===== src/rtl/mem_bus_arbiter.sv =====
// Two-master round-robin arbiter for the shared memory bus, with bounded
// lock for back-to-back transfers and a timeout that aborts stalled grants.
module mem_bus_arbiter #(
    parameter int TIMEOUT  = 255,
    parameter int MAX_LOCK = 4
) (
    input  logic        clk,
    input  logic        res,
    input  logic        m0_read,
    input  logic        m0_write,
    input  logic [31:0] m0_addr,
    input  logic [31:0] m0_dataOut,
    input  logic [1:0]  m0_memType,
    input  logic        m0_lock,
    output logic [31:0] m0_dataIn,
    output logic        m0_ready,
    output logic        m0_err,
    input  logic        m1_read,
    input  logic        m1_write,
    input  logic [31:0] m1_addr,
    input  logic [31:0] m1_dataOut,
    input  logic [1:0]  m1_memType,
    input  logic        m1_lock,
    output logic [31:0] m1_dataIn,
    output logic        m1_ready,
    output logic        m1_err,
    output logic        s_read,
    output logic        s_write,
    output logic [31:0] s_addr,
    output logic [31:0] s_dataOut,
    output logic [1:0]  s_memType,
    input  logic [31:0] s_dataIn,
    input  logic        s_ready,
    output logic [1:0]  grant
);
    localparam int TW = $clog2(TIMEOUT + 1);
    localparam int LW = $clog2(MAX_LOCK + 1);

    typedef enum logic [1:0] {IDLE, GRANT0, GRANT1} state_t;

    state_t        state;
    logic          last;
    logic [TW-1:0] tcnt;
    logic [LW-1:0] lcnt;

    logic req0, req1, cur, cur_req, cur_lock;

    assign req0     = m0_read | m0_write;
    assign req1     = m1_read | m1_write;
    assign cur      = (state == GRANT1);
    assign cur_req  = cur ? req1 : req0;
    assign cur_lock = cur ? m1_lock : m0_lock;

    // Slave side and ready/data return are pure muxes so the bus adds no latency.
    always_comb begin
        s_read    = 1'b0;
        s_write   = 1'b0;
        s_addr    = '0;
        s_dataOut = '0;
        s_memType = '0;
        m0_ready  = 1'b0;
        m1_ready  = 1'b0;
        m0_dataIn = '0;
        m1_dataIn = '0;
        case (state)
            GRANT0: begin
                s_read    = m0_read;
                s_write   = m0_write;
                s_addr    = m0_addr;
                s_dataOut = m0_dataOut;
                s_memType = m0_memType;
                m0_ready  = s_ready;
                m0_dataIn = s_dataIn;
            end
            GRANT1: begin
                s_read    = m1_read;
                s_write   = m1_write;
                s_addr    = m1_addr;
                s_dataOut = m1_dataOut;
                s_memType = m1_memType;
                m1_ready  = s_ready;
                m1_dataIn = s_dataIn;
            end
            default: ;
        endcase
    end

    always_ff @(posedge clk or negedge res) begin
        if (!res) begin
            state  <= IDLE;
            grant  <= 2'b00;
            last   <= 1'b1;
            tcnt   <= '0;
            lcnt   <= '0;
            m0_err <= 1'b0;
            m1_err <= 1'b0;
        end else begin
            m0_err <= 1'b0;
            m1_err <= 1'b0;
            case (state)
                IDLE: begin
                    // On a tie the master not granted last wins.
                    if (req0 && (!req1 || last)) begin
                        state <= GRANT0;
                        grant <= 2'b01;
                        tcnt  <= '0;
                    end else if (req1) begin
                        state <= GRANT1;
                        grant <= 2'b10;
                        tcnt  <= '0;
                    end
                end
                GRANT0, GRANT1: begin
                    if (s_ready) begin
                        tcnt <= '0;
                        if (cur_lock && (lcnt < LW'(MAX_LOCK - 1))) begin
                            lcnt <= lcnt + 1'b1;
                        end else begin
                            state <= IDLE;
                            grant <= 2'b00;
                            last  <= cur;
                            lcnt  <= '0;
                        end
                    end else if (!cur_req) begin
                        state <= IDLE;
                        grant <= 2'b00;
                        last  <= cur;
                        lcnt  <= '0;
                        tcnt  <= '0;
                    end else if (tcnt == TW'(TIMEOUT - 1)) begin
                        state  <= IDLE;
                        grant  <= 2'b00;
                        last   <= cur;
                        lcnt   <= '0;
                        tcnt   <= '0;
                        m0_err <= ~cur;
                        m1_err <= cur;
                    end else begin
                        tcnt <= tcnt + 1'b1;
                    end
                end
                default: begin
                    state <= IDLE;
                    grant <= 2'b00;
                end
            endcase
        end
    end
endmodule


===== config.mk =====
export PLATFORM = sky130hd
export DESIGN_NAME = mem_bus_arbiter
export DESIGN_NICKNAME = d
export VERILOG_FILES = /design/src/rtl/mem_bus_arbiter.sv
export SDC_FILE = /design/constraint.sdc
export NUM_CORES = 1
export LEC_CHECK = 0
export ABC_AREA = 0
export BUFFER_PORTS_ARGS = -buffer_cell sky130_fd_sc_hd__buf_2
export CAP_MARGIN = 20
export CELL_PAD_IN_SITES_DETAIL_PLACEMENT = 1
export CELL_PAD_IN_SITES_GLOBAL_PLACEMENT = 2
export CORE_ASPECT_RATIO = 1.5
export CORE_MARGIN = 2
export CORE_UTILIZATION = 13
export DETAILED_ROUTE_END_ITERATION = 16
export GPL_TIMING_DRIVEN = 0
export HOLD_SLACK_MARGIN = 0.08
export PLACE_DENSITY = 0.84
export SETUP_SLACK_MARGIN = 0.2
export SLEW_MARGIN = 5
export SYNTH_ARGS = -nofsm -noshare
export SYNTH_HDL_FRONTEND = slang
export SYNTH_SLANG_ARGS = --single-unit

===== constraint.sdc =====
create_clock -name clk -period 3.1 [get_ports clk]
set_input_delay 0.31 -clock clk [delete_from_list [all_inputs] [get_ports clk]]
set_output_delay 0.31 -clock clk [all_outputs]
set_load 0.03 [all_outputs]

---- After elaboration in Yosys (flattened, before gate mapping) ----
Index checks and enable logic that the tools add are counted.
storage, ports and cells
  bits of input ports ..................... 173
  flip-flop bits (word level) ............. 16
operators by class
  eq/ne operators ......................... 8
  reduce and logical (&&, ||, !) cells .... 11
  $lt $le $gt $ge ......................... 1
  $add $sub $neg .......................... 2
  mux-type cells .......................... 40
  bitwise operators ....................... 3
operators with widths
  operator                                                                 number
  32-bit case mux with 2 select lines                                      2
  32-bit 2-to-1 mux                                                        2
  8-bit 2-to-1 mux                                                         5
  1-bit 2-to-1 mux                                                         16
  8-bit case mux with 2 select lines                                       1
  2-bit 2-to-1 mux                                                         6
  3-bit 2-to-1 mux                                                         4
  8-bit by 1-bit adder with 8-bit output, second input constant            1
  8-bit equality test, second input constant                               1
  2-bit case mux with 2 select lines                                       2
  3-bit inequality test, second input constant                             2
  3-bit AND reduction                                                      2
  4-bit inequality test, second input constant                             1
  1-bit case mux with 2 select lines                                       2
  2-bit AND reduction                                                      2
  3-bit by 1-bit adder with 3-bit output, second input constant            1
  3-bit by 2-bit < comparator with 1-bit output, second input constant     1
  3-bit by 2-bit inequality test with 1-bit output, second input constant  1
  2-bit by 1-bit equality test with 1-bit output, second input constant    1
  2-bit equality test, second input constant                               1
  1-bit logical AND                                                        2
  2-bit zero test                                                          1
  2-bit inequality test, second input constant                             1
  1-bit bitwise OR                                                         2
  5 further kinds                                                          5

---- Longest topological paths before layout ----
Gate-level depths: netlist of run 1.
  depth in word-level cells ............... 6
  depth in mapped cells ................... 8
  depth with buffers taken out ............ 7

---- Worst setup path after synthesis of run 1 ----
Ideal clock, no wire load.
  path kind ............................... register to output
  start point ............................. register state[0]
  end point ............................... output s_addr[24]
  data required time ...................... 2790 ps
  data arrival time ....................... 2085 ps
  stages on the path, launching flop included .. 8
  slack ................................... 705 ps
  cell sequence ........................... dfrtp_1 -> inv_1 -> ha_1 -> and2_1 -> clkbuf_1 -> buf_2 -> clkbuf_1 -> a22o_1
on the way
  word-level cells in the longest chain between the ends .. 2
  elaborated cells between the ends (all ways) .. 3
  those cells by class .................... 2 x eq/ne; 1 x mux
ends and longest elaborated chain
  item                                                                                          RTL line  text
  start: declaration                                                                            41        state_t state;
  start signal: assignment                                                                      90        state <= IDLE;
  start signal: assignment                                                                      104       state <= GRANT0;
  start signal: assignment                                                                      108       state <= GRANT1;
  2-bit equality test / 2-bit by 1-bit equality test with 1-bit output (equally long branches)  65        case (state)
  32-bit case mux with 2 select lines (*)                                                       65
  end: declaration                                                                              29        output logic [31:0] s_addr,
Mark *: on every way between the ends. The rest lies on a longest branch, timed or not.

---- Worst setup path in the final report of run 1 ----
  start point ............................. register state[0]
  end point ............................... output s_dataOut[4]
on the way
  word-level cells in the longest chain between the ends .. 2
  elaborated cells between the ends (all ways) .. 3
  those cells by class .................... 2 x eq/ne; 1 x mux
ends and longest elaborated chain
  item                                                                                          RTL line  text
  2-bit equality test / 2-bit by 1-bit equality test with 1-bit output (equally long branches)  65
  32-bit case mux with 2 select lines (*)                                                       65
  end: declaration                                                                              30        output logic [31:0] s_dataOut,
Marked as above.

==> results of run 1 <==
## metal layers
metal  share of wire, %  up-vias  GRT usage, %
met1                 38     1455         20.70
met3                 21       19         15.90
met2                 39      202         24.33
met4                1.4        6         3.195
li1                   -     1571             -
met5               0.26        -             0
## report_power, final
| group | switching [W] | total [W] | internal, W |
|---|---|---|---|
| logic | 0.00199 | 0.00284 | 0.000854 |
| registers | 0.0000507 | 0.000304 | 0.000253 |
| clock network | 0.0000894 | 0.000286 | 0.000197 |
## synth_stat cells
cell      number  area share (%)
o211ai_1       2            0.74
ha_1           6             3.7
buf_4          1            0.37
a31oi_1        2            0.62
nor3_1         1            0.25
nor2_1        10             1.8
buf_1          2            0.37
dfrtp_1       15              18
buf_2          2            0.49
xor2_1         5             2.2
a32o_1         2            0.99
o21ai_0        3            0.74
nand2_1        8             1.5
nand4_2        1            0.62
nand4_1        4             1.2
a21oi_2        1            0.43
and4_1         1            0.43
a22o_1        69              30
clkbuf_1      19             3.5
nand2b_1       2            0.62
a31oi_4        1             1.0
a21oi_1        6             1.5
inv_1          5            0.92
or3_1          3            0.92
a31o_2         1            0.43
nor2_2         2            0.62
and2_1        69              21
nand3_1        6             1.5
dfstp_2        1             1.3
a211oi_2       2             1.2
mux2i_1        1            0.49
## cell type report
class | count | area (sq um) | area share (%)
timing repair buffer | 311 | 1562 | 39.39
multi-input combinational | 208 | 1516 | 38.26
sequential | 16 | 401.6 | 10.13
tap | 203 | 254.0 | 6.408
buffer | 24 | 110.1 | 2.778
clock buffer | 4 | 88.84 | 2.241
inverter | 5 | 18.77 | 0.4735
antenna | 5 | 12.51 | 0.3157
## flip-flops by register name (all words and copies together), names as in the netlist
register / count
m0_err: 1
tcnt: 8
m1_err: 1
last: 1
state: 2
lcnt: 3
## kinds of logic (layout without fill, tap and decap cells)
family                   after synthesis  in the layout  share of synthesized area [%]
multiplexers                           1              1                         0.4929
XOR/XNOR                               5              5                          2.156
other                                  0              5                              0
adder cells (fa/ha/maj)                6              6                          3.697
buffers and inverters                 29            344                          5.669
AND/OR/NAND/NOR                      107            107                          30.75
AO/OA/AOI/OAI                         89             89                          37.46
flip-flops                            16             16                          19.78
## tightest hold or removal path, delay by kind of cell
family / cells / cell delay, ns
AOI/OAI and AO/OA: 2 / 0.22
buffers and inverters: 1 / 0.09
## worst min-delay path by stage
| stage | from | endpoint | slack, ns | cells past startpoint |
|---|---|---|---|---|
| after detailed placement | res | m0_err$_DFF_PN0_ | 0.26 | 1 |
| after global routing | m1_lock | last$_DFFE_PN1P_ | 0.39 | 3 |
| after floorplan | res | lcnt[0]$_DFFE_PN0P_ | 0.01 | 0 |
| after global placement | res | m0_err$_DFF_PN0_ | 0.26 | 1 |
| after CTS | m1_lock | last$_DFFE_PN1P_ | 0.37 | 3 |
| final | m1_lock | last$_DFFE_PN1P_ | 0.37 | 3 |
## timing repair
item	4_1_cts	5_1_grt
hold endpoints to repair	15	0
pin swaps	0	0
setup endpoints to repair	30	7
resized for setup	7	5
hold buffers	1	0
## per-stage QoR
stage | util [%] | total power, W | hold slack, ns
final | 25.60 | 0.003434 | 0.3742
after detailed placement | 24.77 | 0.003147 | 0.2559
after floorplan | - | 0.002136 | 0.01441
after CTS | 25.48 | 0.003462 | 0.3718
after global routing | 25.55 | 0.003667 | 0.3913
after global placement | 24.77 | 0.003136 | 0.2552
==> flow_summary.json, run 1 <==
{
  "outcome": "finished clean",
  "drt_first_iter_violations": 186,
  "fmax_mhz": 365.0,
  "ioPinCount": 311,
  "p_leak_nw": 2.351,
  "die_x_um": 106.1,
  "stdcell_count": 776,
  "dp_cells": 766,
  "core-area_sq_um": 15480,
  "period_share_pct": 88.37,
  "cp_num_buf_inv": 5,
  "clock_skew_ns": 0.001944,
  "ys_types": 31,
  "ys_ff_latch": 16,
  "final.setup.worst_slack_ns": 0.3605,
  "htree_levels": 1,
  "path_class": "flop to output pin",
  "rows": 56,
  "maxCapViolations": 0,
  "grt_max_degree": 17,
  "layout.cells.most_common_list": "buf_2 (313), and2_1 (69), a22o_1 (69)",
  "cp.required_ns": 2.79,
  "relSlewSlack_pct": 59.12,
  "powerDensity_nw_per_um2": 866.3,
  "critical_path_depth": 8,
  "track_usage_pct": 17.73,
  "cts_buffers": 3,
  "finalMaxSlewViolations": 0,
  "cp_top_family": "buffers and inverters",
  "io_buffers": 310,
  "vias_per_cell": 4.192,
  "setup_tns_ns": 0,
  "grt_pass1_wl_um": 21370,
  "hold_violations": 0,
  "final_area_sq_um": 3964,
  "nets": 748,
  "ant_nets": 0,
  "die_h_um": 157.1,
  "crit_fanout": 10,
  "cts_root_buf": "clkbuf_16",
  "fillerInstances": 2014,
  "critical-path-max-stage-delay_ns": 0.41,
  "drc": 0,
  "timing.rr.end": "state[1]$_DFFE_PN0P_",
  "reg2reg_depth": 8,
  "critPathCapture": "s_dataOut[4]",
  "tightest_slew_ns": 0.6103,
  "synth.yosys.seq_area_share_pct": 19.78,
  "syn_nets": 432,
  "gp_congestion": 0.8297,
  "crit_path_start_kind": "flop",
  "cts_tree": "yes",
  "syn_to_final_growth_pct": 95.19,
  "cp_data_arrival_time_ns": 2.43,
  "end_kind": "output pin",
  "syn_area_sq_um": 2031,
  "start_util_pct": 13.11,
  "overflow": 0,
  "hold_path_class": "input pin to flop",
  "drive_above_1_share_pct": 58.80,
  "crit_chain": "inv_1 -> ha_1 -> and2_1 -> clkbuf_2 -> buf_2 -> clkbuf_2 -> a22o_1 -> buf_2",
  "avgSynthCellArea_sq_um": 8.026,
  "post_cts_buffers": 0,
  "place_ws_ns": 0.1704,
  "wire_per_inst_um": 20.52,
  "cts_sinks": 16,
  "period_minus_slack_ns": 2.740,
  "r2r_start": "state[0]$_DFFE_PN0P_",
  "slowest_stage": "dfrtp_1",
  "finalWirelength_um": 15930,
  "clk_pin_slew_ns": 0.05,
  "antenna_found_initial": 8,
  "dp_hpwl_um": 14140,
  "grt_pass1_vias": 3161,
  "place_area_sq_um": 3836,
  "syn_inst": 253,
  "cts_buffer_depth": 2,
  "clkLatencyLatePin_ns": 0.25,
  "grt_setup_unrepaired": "no",
  "setup_viol": 0,
  "ys_warn_count": 0,
  "startpoint": "state[0]$_DFFE_PN0P_",
  "dieArea_sq_um": 16660,
  "vias": 3253,
  "layout_commonest_cell": "buf_2",
  "drt-pass1-iter-count": 4,
  "worst_ir_drop_vdd_mv": 0.4679,
  "r2r_slack_ns": 1.02
}
(Power assumes the default switching activity.)
==> run 2, diff against run 1 <==
--- a/config.mk
+++ b/config.mk
@@ -13,6 +13,8 @@
 export CORE_ASPECT_RATIO = 1.5
 export CORE_MARGIN = 2
 export CORE_UTILIZATION = 13
+export CTS_BUF_LIST = sky130_fd_sc_hd__clkbuf_8
+export CTS_CLUSTER_SIZE = 20
 export DETAILED_ROUTE_END_ITERATION = 16
 export GPL_TIMING_DRIVEN = 0
 export HOLD_SLACK_MARGIN = 0.08
==> constraint.sdc (replaced) <==
create_clock -name clk -period 3.1 [get_ports clk]
set_input_delay 0.31 -clock clk [delete_from_list [all_inputs] [get_ports clk]]
set_output_delay 0.31 -clock clk [all_outputs]
set_load 0.02 [all_outputs]
==> run 2 against run 1 <==
Sequential cell count did not move. Utilization fell by 0.27 points. Setup slack improved by 0.012 ns. Worst hold slack got worse by 0.011 ns. Clock skew fell by 0.00065 ns. Cell count fell by 0.13%. Critical path depth did not move. Combinational power fell by 13%. First-iteration DRC count rose by 2.7%. Largest cell class unchanged.
==> flow_summary.json, run 2 (synthesized netlist as in run 1, its figures left out) <==
{
  "core-area_sq_um": 15480,
  "fillerInstances": 2018,
  "drt-pass1-iter-count": 4,
  "regMostFlops": "tcnt",
  "setup_viol": 0,
  "worst_ir_drop_vdd_mv": 0.4008,
  "fmax_mhz": 366.7,
  "powerDensity_nw_per_um2": 757.0,
  "cts_root_buf": "clkbuf_8",
  "post_cts_buffers": 0,
  "wire_per_inst_um": 20.52,
  "path_class": "flop to output pin",
  "grt_pass1_vias": 3191,
  "dp_hpwl_um": 14140,
  "hold_violations": 0,
  "cp.required_ns": 2.79,
  "nets": 748,
  "regArea_sq_um": 401.6,
  "antenna_found_initial": 8,
  "dieArea_sq_um": 16660,
  "cts_tree": "yes",
  "overflow": 0,
  "track_usage_pct": 17.74,
  "rows": 56,
  "reg_top3": "tcnt (8), lcnt (3), state (2)",
  "tightest_slew_ns": 0.6116,
  "clkLatencyLatePin_ns": 0.26,
  "period_share_pct": 87.97,
  "io_buffers": 310,
  "slowest_stage": "dfrtp_1",
  "grt_max_degree": 17,
  "drc": 0,
  "die_x_um": 106.1,
  "p_leak_nw": 2.337,
  "finalWirelength_um": 15910,
  "end_kind": "output pin",
  "setup_tns_ns": 0,
  "syn_to_final_growth_pct": 93.16,
  "cp_data_arrival_time_ns": 2.42,
  "drt_first_iter_violations": 191,
  "clk_pin_slew_ns": 0.07,
  "multiInputGateArea_sq_um": 1516,
  "die_h_um": 157.1,
  "drive_above_1_share_pct": 58.80,
  "vias_per_cell": 4.164,
  "grt_pass1_wl_um": 21390,
  "largest_reg_flops": 8,
  "timing.hold.ws_ns": 0.3630,
  "cts_sinks": 16,
  "gp_congestion": 0.8297,
  "crit_path_start_kind": "flop",
  "vias": 3227,
  "crit_chain": "inv_1 -> ha_1 -> and2_1 -> clkbuf_2 -> buf_2 -> clkbuf_2 -> a22o_1 -> buf_2",
  "layout_commonest_cell": "buf_2",
  "crit_fanout": 10,
  "period_minus_slack_ns": 2.727,
  "ant_nets": 0,
  "critical-path-max-stage-delay_ns": 0.41,
  "clock_skew_ns": 0.001297,
  "ioPinCount": 311,
  "htree_levels": 1,
  "start_util_pct": 13.11,
  "cts_buffer_depth": 2,
  "finalMaxSlewViolations": 0,
  "maxCapViolations": 0,
  "outcome": "finished clean",
  "grt_setup_unrepaired": "no",
  "relSlewSlack_pct": 59.04,
  "hold_path_class": "input pin to flop",
  "layout.cells.most_common_list": "buf_2 (315), and2_1 (69), a22o_1 (69)",
  "cts_buffers": 3
}
==> run 2: changes by cell type in the layout (fill, tap and decap cells not counted) <==
cell       before  now
buf_2         313  315
diode_2         5    4
clkbuf_4        2    0
clkbuf_8        1    4
clkbuf_16       3    0
==> run 2: layout make-up <==
type                    instances  area share, %
diodes                          4         0.2552
plain buffers                  24          2.679
clock buffers                   4          1.404
inverters                       5         0.4785
multi-input cells             208          38.66
flip-flops and latches         16          10.24
well taps                     203          6.475
repair buffers                311          39.81
==> run 2: power breakdown <==
| group | leakage (nW) | total (W) | switching, W | internal (W) |
|---|---|---|---|---|
| sequential | 0.214 | 0.000302 | 0.0000495 | 0.000252 |
| clock | 0.0288 | 0.000194 | 0.0000810 | 0.000113 |
| combinational | 2.09 | 0.00247 | 0.00162 | 0.000849 |
| total | 2.34 | 0.00297 | 0.00175 | 0.00121 |
==> run 2: per-layer routing <==
metal / GRT usage, % / vias up / share of wire (%) / wire [um]
li1: - / 1565 / - / -
met1: 20.40 / 1445 / 38 / 6121
met2: 24.39 / 190 / 39 / 6127
met3: 16.36 / 19 / 21 / 3375
met4: 3.195 / 8 / 1.4 / 222
met5: 0 / - / 0.37 / 59
==> run 2: worst max-delay path, delay by kind of cell (launching register included) <==
family                   cells  cell delay (ns)
buffers and inverters        5             1.01
flip-flops                   1             0.41
adder cells (fa/ha/maj)      1             0.35
AO/OA/AOI/OAI                1             0.23
AND/OR/NAND/NOR              1             0.14
==> run 2: worst paths after layout <==
check                                startpoint                    to  slack (ns)  depth (start not counted)
max in group asynchronous                   res      last$_DFFE_PN1P_        2.29                          2
hold / removal                          m1_lock      last$_DFFE_PN1P_        0.36                          3
hold reg to reg             lcnt[2]$_DFFE_PN0P_   lcnt[2]$_DFFE_PN0P_        0.49                          1
setup reg to reg           state[0]$_DFFE_PN0P_  state[0]$_DFFE_PN0P_        1.02                          8
min in group asynchronous                   res      m0_err$_DFF_PN0_        0.50                          2
setup / recovery           state[0]$_DFFE_PN0P_          s_dataOut[4]        0.37                          8
==> run 2: what timing repair did <==
item,CTS,global route
endpoints found under the hold margin,15,0
pin swaps,0,0
gates resized for setup,7,3
setup endpoints to repair,27,4
hold buffers,1,0
==> run 2: through the flow <==
step	power [W]	worst slack [ns]	util (%)	instance area, sq um	instances
3_3_place_gp	0.002772	0.2583	24.77	3836	766
3_5_place_dp	0.002784	0.2036	24.77	3836	766
4_1_cts	0.003005	0.3287	25.26	3911	771
6_report	0.002969	0.3730	25.33	3923	775
2_1_floorplan	0.001780	0.8486	-	2031	253
5_1_grt	0.003210	0.2075	25.30	3918	773
